<file path="config.mk">
export PLATFORM = sky130hd
export DESIGN_NAME = button_conditioner
export DESIGN_NICKNAME = d
export VERILOG_FILES = /design/src/rtl/button_pkg.sv /design/src/rtl/button_filter.sv /design/src/rtl/button_conditioner.sv
export SDC_FILE = /design/constraint.sdc
export NUM_CORES = 1
export LEC_CHECK = 0
export ABC_CLOCK_PERIOD_IN_PS = 3350
export BUFFER_PORTS_ARGS = -buffer_cell sky130_fd_sc_hd__buf_2
export CORE_MARGIN = 1.5
export CORE_UTILIZATION = 26
export CTS_CLUSTER_DIAMETER = 100
export CTS_CLUSTER_SIZE = 40
export DETAILED_ROUTE_END_ITERATION = 10
export GPL_TIMING_DRIVEN = 0
export SLEW_MARGIN = 20
export SYNTH_ARGS = -nofsm -noshare
export SYNTH_HDL_FRONTEND = slang
export SYNTH_SLANG_ARGS = --single-unit
</file>
<file path="constraint.sdc">
create_clock -name HCLK -period 3.35 [get_ports HCLK]
set_input_delay 0 -clock HCLK [delete_from_list [all_inputs] [get_ports HCLK]]
set_output_delay 0 -clock HCLK [all_outputs]
set_load 0.02 [all_outputs]
</file>
<file path="src/rtl/button_pkg.sv">
// Shared types and defaults for the Mode/Trip pin conditioning front-end.
package button_pkg;

   typedef enum logic [1:0] {
      RELEASED     = 2'd0,
      PRESS_PEND   = 2'd1,
      PRESSED      = 2'd2,
      RELEASE_PEND = 2'd3
   } btn_state_t;

   localparam int DEBOUNCE_DEFAULT = 900;
   localparam int HOLD_DEFAULT     = 72000;

   function automatic int cnt_width(input int n);
      return $clog2(n) + 1;
   endfunction

endpackage

</file>
<file path="src/rtl/button_filter.sv">
// One button channel: 2-flop synchroniser, debounce FSM, saturating hold timer.
//   state        | meaning
//   RELEASED     | clean = 1, waiting for synced pin to go low
//   PRESS_PEND   | pin low, counting toward press acceptance
//   PRESSED      | clean = 0, hold timer running
//   RELEASE_PEND | pin high, counting toward release acceptance
module button_filter
   import button_pkg::*;
#(
   parameter int DEBOUNCE_CYCLES = DEBOUNCE_DEFAULT,
   parameter int HOLD_CYCLES     = HOLD_DEFAULT
) (
   input  logic i_clk,
   input  logic i_rst_n,
   input  logic i_raw,
   output logic o_clean,
   output logic o_press,
   output logic o_hold
);

   localparam int DW = cnt_width(DEBOUNCE_CYCLES);
   localparam int HW = cnt_width(HOLD_CYCLES);
   localparam logic [DW-1:0] DEB_LAST = DW'(DEBOUNCE_CYCLES - 1);
   localparam logic [HW-1:0] HOLD_MAX = HW'(HOLD_CYCLES);

   logic          r_s1;
   logic          r_s2;
   btn_state_t    r_state;
   logic [DW-1:0] r_cnt;
   logic [HW-1:0] r_hold_cnt;
   logic          r_clean;
   logic          r_press;
   logic          r_hold;

   btn_state_t    w_state_nxt;
   logic [DW-1:0] w_cnt_nxt;
   logic [HW-1:0] w_hold_cnt_nxt;
   logic [HW-1:0] w_hold_inc;
   logic          w_clean_nxt;
   logic          w_press_nxt;
   logic          w_hold_nxt;

   assign w_hold_inc = (r_hold_cnt == HOLD_MAX) ? r_hold_cnt : r_hold_cnt + HW'(1);

   always_ff @(posedge i_clk or negedge i_rst_n) begin
      if (!i_rst_n) begin
         r_s1       <= 1'b1;
         r_s2       <= 1'b1;
         r_state    <= RELEASED;
         r_cnt      <= '0;
         r_hold_cnt <= '0;
         r_clean    <= 1'b1;
         r_press    <= 1'b0;
         r_hold     <= 1'b0;
      end else begin
         r_s1       <= i_raw;
         r_s2       <= r_s1;
         r_state    <= w_state_nxt;
         r_cnt      <= w_cnt_nxt;
         r_hold_cnt <= w_hold_cnt_nxt;
         r_clean    <= w_clean_nxt;
         r_press    <= w_press_nxt;
         r_hold     <= w_hold_nxt;
      end
   end

   always_comb begin
      w_state_nxt    = r_state;
      w_cnt_nxt      = r_cnt;
      w_hold_cnt_nxt = r_hold_cnt;
      w_clean_nxt    = r_clean;
      w_press_nxt    = 1'b0;
      w_hold_nxt     = r_hold;
      case (r_state)
         RELEASED: begin
            if (!r_s2) begin
               w_state_nxt = PRESS_PEND;
               w_cnt_nxt   = DW'(1);
            end
         end
         PRESS_PEND: begin
            if (r_s2) begin
               w_state_nxt = RELEASED;
               w_cnt_nxt   = '0;
            end else if (r_cnt == DEB_LAST) begin
               w_state_nxt    = PRESSED;
               w_cnt_nxt      = '0;
               w_clean_nxt    = 1'b0;
               w_press_nxt    = 1'b1;
               w_hold_cnt_nxt = '0;
               w_hold_nxt     = 1'b0;
            end else begin
               w_cnt_nxt = r_cnt + DW'(1);
            end
         end
         PRESSED: begin
            w_hold_cnt_nxt = w_hold_inc;
            w_hold_nxt     = r_hold | (w_hold_inc == HOLD_MAX);
            if (r_s2) begin
               w_state_nxt = RELEASE_PEND;
               w_cnt_nxt   = DW'(1);
            end
         end
         RELEASE_PEND: begin
            w_hold_cnt_nxt = w_hold_inc;
            w_hold_nxt     = r_hold | (w_hold_inc == HOLD_MAX);
            if (!r_s2) begin
               w_state_nxt = PRESSED;
               w_cnt_nxt   = '0;
            end else if (r_cnt == DEB_LAST) begin
               // release wins over the hold timer on the accepting edge
               w_state_nxt    = RELEASED;
               w_cnt_nxt      = '0;
               w_clean_nxt    = 1'b1;
               w_hold_nxt     = 1'b0;
               w_hold_cnt_nxt = '0;
            end else begin
               w_cnt_nxt = r_cnt + DW'(1);
            end
         end
         default: begin
            w_state_nxt = RELEASED;
            w_cnt_nxt   = '0;
         end
      endcase
   end

   assign o_clean = r_clean;
   assign o_press = r_press;
   assign o_hold  = r_hold;

endmodule

</file>
<file path="src/rtl/button_conditioner.sv">
// Pin-side conditioning of the raw Mode and Trip buttons feeding button_manager.
module button_conditioner
   import button_pkg::*;
#(
   parameter int DEBOUNCE_CYCLES = DEBOUNCE_DEFAULT,
   parameter int HOLD_CYCLES     = HOLD_DEFAULT
) (
   input  logic HCLK,
   input  logic HRESETn,
   input  logic Mode_Raw,
   input  logic Trip_Raw,
   output logic Mode,
   output logic Trip,
   output logic Mode_Press,
   output logic Trip_Press,
   output logic Mode_Hold,
   output logic Trip_Hold
);

   button_filter #(
      .DEBOUNCE_CYCLES (DEBOUNCE_CYCLES),
      .HOLD_CYCLES     (HOLD_CYCLES)
   ) u_mode (
      .i_clk   (HCLK),
      .i_rst_n (HRESETn),
      .i_raw   (Mode_Raw),
      .o_clean (Mode),
      .o_press (Mode_Press),
      .o_hold  (Mode_Hold)
   );

   button_filter #(
      .DEBOUNCE_CYCLES (DEBOUNCE_CYCLES),
      .HOLD_CYCLES     (HOLD_CYCLES)
   ) u_trip (
      .i_clk   (HCLK),
      .i_rst_n (HRESETn),
      .i_raw   (Trip_Raw),
      .o_clean (Trip),
      .o_press (Trip_Press),
      .o_hold  (Trip_Hold)
   );

endmodule
</file>
==> impl_metrics.tcl <==
set metrics [dict create \
    outcome "finished clean" \
    syn_nets 511 \
    post-place-ws_ns 0.531 \
    cp_data_required_time_ns 3.60 \
    ctsResizeCount 0 \
    dpl.hpwl_mm 6.44 \
    ant_nets 0 \
    n_fill_cell 1666 \
    place_inst 727 \
    hold_viol_final 0 \
    final.setup.tns_ns 0 \
    critical-path-slowest-cell "nor4_1" \
    total_power_mw 2.02 \
    startpoint_type "flop" \
    synth_edf_count 0 \
    chipWidth_um 131 \
    die_area_um2 17100 \
    drc 0 \
    rsz0062_at_grt "false" \
    cts_tree "done" \
    fin_cells 745 \
    gp_congestion 0.843 \
    first_global_vias 3562 \
    drt_iter0_markers 269 \
    crit_path_max_incr_delay_ns 0.78 \
    gr-usage-met1 0.166 \
    critPathKind "reg2reg" \
    fin_area_um2 4940 \
    rrSetupSlack_ns 0.51 \
    drv_cap 0 \
    htreeDepth 3 \
    place_area_um2 4590 \
    drive_gt1_frac 0.0813 \
    critPathMaxFanout 8 \
    viasPerCell 4.99 \
    nets 535 \
    die_height_um 131 \
    p_leak_nw 2.04 \
    cp-end-kind "flop" \
    post-route-period-util 0.847 \
    fin_hold_ws_ns 0.0877 \
    cts_root_buffer "clkbuf_16" \
    met3_usage 0.0309 \
    vdd_drop_max_mv 0.248 \
    yosysWarnings 0 \
    worstPathCellList "ha_1 > nand3_1 > nor4_1 > xor2_1 > a21oi_1 > or4b_1 > o31ai_1" \
    r2r_cells 7 \
    grt_overflow 0 \
    skew_ns 0.00576 \
    p_per_area_nw_per_um2 409 \
    clk_pin_slew_worst_paths_ns 0.06 \
    synth_area_um2 4240 \
    synthDistinctLibCells 52 \
    clock_latency_ns 0.34 \
    hold_class "in2async" \
    grt_use_total 0.123 \
    clock-sinks 72 \
    areaGrowthSynthToFinish_pct 16.4 \
    synth_async_sr_flop_share 1.00 \
    grt_pass1_wl_mm 16.8 \
    worst_slew_pin_slew_ns 0.925 \
    cts_inserted_buffers 9 \
    routedWlPerCell_um 12.9 \
    grt_max_degree 55 \
    start_util 0.267 \
    mostFrequentLayoutCells "o21ai_0, dfrtp_1, nor2_1, nand2_1, nand3_1" \
    top_usage_layer "met2" \
    max_slew_margin 0.377 \
    final_max_slew_viol_count 0 \
    syn_avg_cell_area_um2 8.47 \
    synth_seq_cells 72 \
    synthCells 501 \
    rows 46 \
    cts_setup_buffers 0 \
    fmax_mhz 352 \
    io_pins 10 \
    antennaDiodeCount 0 \
    antenna_found_initial 0 \
    io_buffer_count 9 \
    yosysSeqAreaShare 0.427 \
    core_area_um2 15900 \
    finish.utilization 0.311 \
    cts_buffer_depth 2 \
    use_met2 0.195 \
    num_vias 3718 \
    postCtsHoldBufs 3 \
    synth_ff_type "dfrtp_1" \
    drt_wl_total_mm 9.62 \
    setup_viol 0 \
    final_common_cell "o21ai_0" \
    setup_slack_ns 0.512 \
    cp.arrival_ns 3.09 \
    reg2reg_from "u_mode.r_hold_cnt[0]" \
    dr.pass1.iters 5 \
    fin_crit_ns 2.84 \
    r2r-end "u_mode.o_hold" \
]
## registers in the layout (all words and copies together), names as in the netlist, named ones only
name / count
u_mode.o_clean: 1
u_mode.o_hold: 1
u_mode.o_press: 1
u_mode.r_cnt: 11
u_mode.r_hold_cnt: 18
u_mode.r_s1: 1
u_mode.r_s2: 1
u_mode.r_state: 1
u_trip.o_clean: 1
u_trip.o_hold: 1
u_trip.o_press: 1
u_trip.r_cnt: 11
u_trip.r_hold_cnt: 18
u_trip.r_s1: 1
u_trip.r_s2: 1
u_trip.r_state: 1
## where the power goes
part	internal (mW)	leakage, nW	total (mW)	switching, mW
clock	0.688	0.159	1.06	0.372
sequential	0.884	0.974	0.894	0.00994
combinational	0.0235	0.909	0.0646	0.0411
## synth_stat cells, types with 2 or more instances
master | number | area, um^2
a21o_1 | 3 | 22.5
a21oi_1 | 18 | 90.1
a22o_1 | 4 | 35.0
a31oi_1 | 2 | 12.5
and2_0 | 2 | 12.5
and2_1 | 4 | 25.0
and3_1 | 22 | 138
and4_1 | 6 | 52.6
buf_2 | 6 | 30.0
clkbuf_1 | 21 | 78.8
dfrtp_1 | 66 | 1650
dfstp_2 | 6 | 158
ha_1 | 6 | 75.1
inv_1 | 14 | 52.6
mux2_2 | 2 | 22.5
nand2_1 | 40 | 150
nand2b_1 | 13 | 81.3
nand3_1 | 26 | 130
nand3b_1 | 2 | 15.0
nand4_1 | 9 | 56.3
nand4b_1 | 2 | 17.5
nor2_1 | 49 | 184
nor2b_1 | 4 | 25.0
nor3_1 | 13 | 65.1
nor3b_1 | 3 | 22.5
nor4_1 | 5 | 31.3
nor4b_1 | 2 | 17.5
o21a_1 | 5 | 37.5
o21ai_0 | 82 | 410
o22ai_1 | 2 | 12.5
o31ai_1 | 15 | 113
o41ai_1 | 3 | 26.3
or3_1 | 2 | 12.5
or4b_1 | 2 | 20.0
xnor2_1 | 13 | 114
xor2_1 | 11 | 96.3
## final cells by class
cell class,instances,area [um^2],area share
clock inverter,3,65.1,0.0132
tap,216,270,0.0547
sequential,72,1810,0.366
multi-input combinational,386,2250,0.456
timing repair buffer,13,105,0.0213
inverter,14,52.6,0.0106
buffer,29,128,0.0258
clock buffer,12,256,0.0519
## critical path, delay by kind of cell (launching register included)
kind / cells / cell delay [ns]
flops: 1 / 0.35
fa+ha+maj: 1 / 0.28
simple gates: 3 / 1.54
xor+xnor: 1 / 0.15
compound gates: 2 / 0.42
## per-layer routing
layer  wire length [um]  share of wire
met5                  0              0
met4                133          0.014
met3                393          0.041
met2               4400           0.46
met1               4690           0.49
## cells by family (layout without fill, tap and decap cells)
| kind of cell | Yosys count | count (layout) | synth area share |
|---|---|---|---|
| flops | 72 | 72 | 0.427 |
| fa+ha+maj | 6 | 6 | 0.0177 |
| simple gates | 212 | 212 | 0.262 |
| mux | 4 | 4 | 0.0112 |
| xor+xnor | 24 | 24 | 0.0496 |
| compound gates | 140 | 140 | 0.191 |
| buf+inv | 43 | 71 | 0.0425 |
## worst max-delay path by stage
stage                               from       endpoint
floorplan           u_mode.r_hold_cnt[0]  u_mode.o_hold
global placement    u_mode.r_hold_cnt[0]  u_mode.o_hold
detailed placement  u_mode.r_hold_cnt[0]  u_mode.o_hold
CTS                 u_mode.r_hold_cnt[0]  u_mode.o_hold
global route        u_mode.r_hold_cnt[0]  u_mode.o_hold
finish              u_mode.r_hold_cnt[0]  u_mode.o_hold
Power figures use the tool's default switching activity.
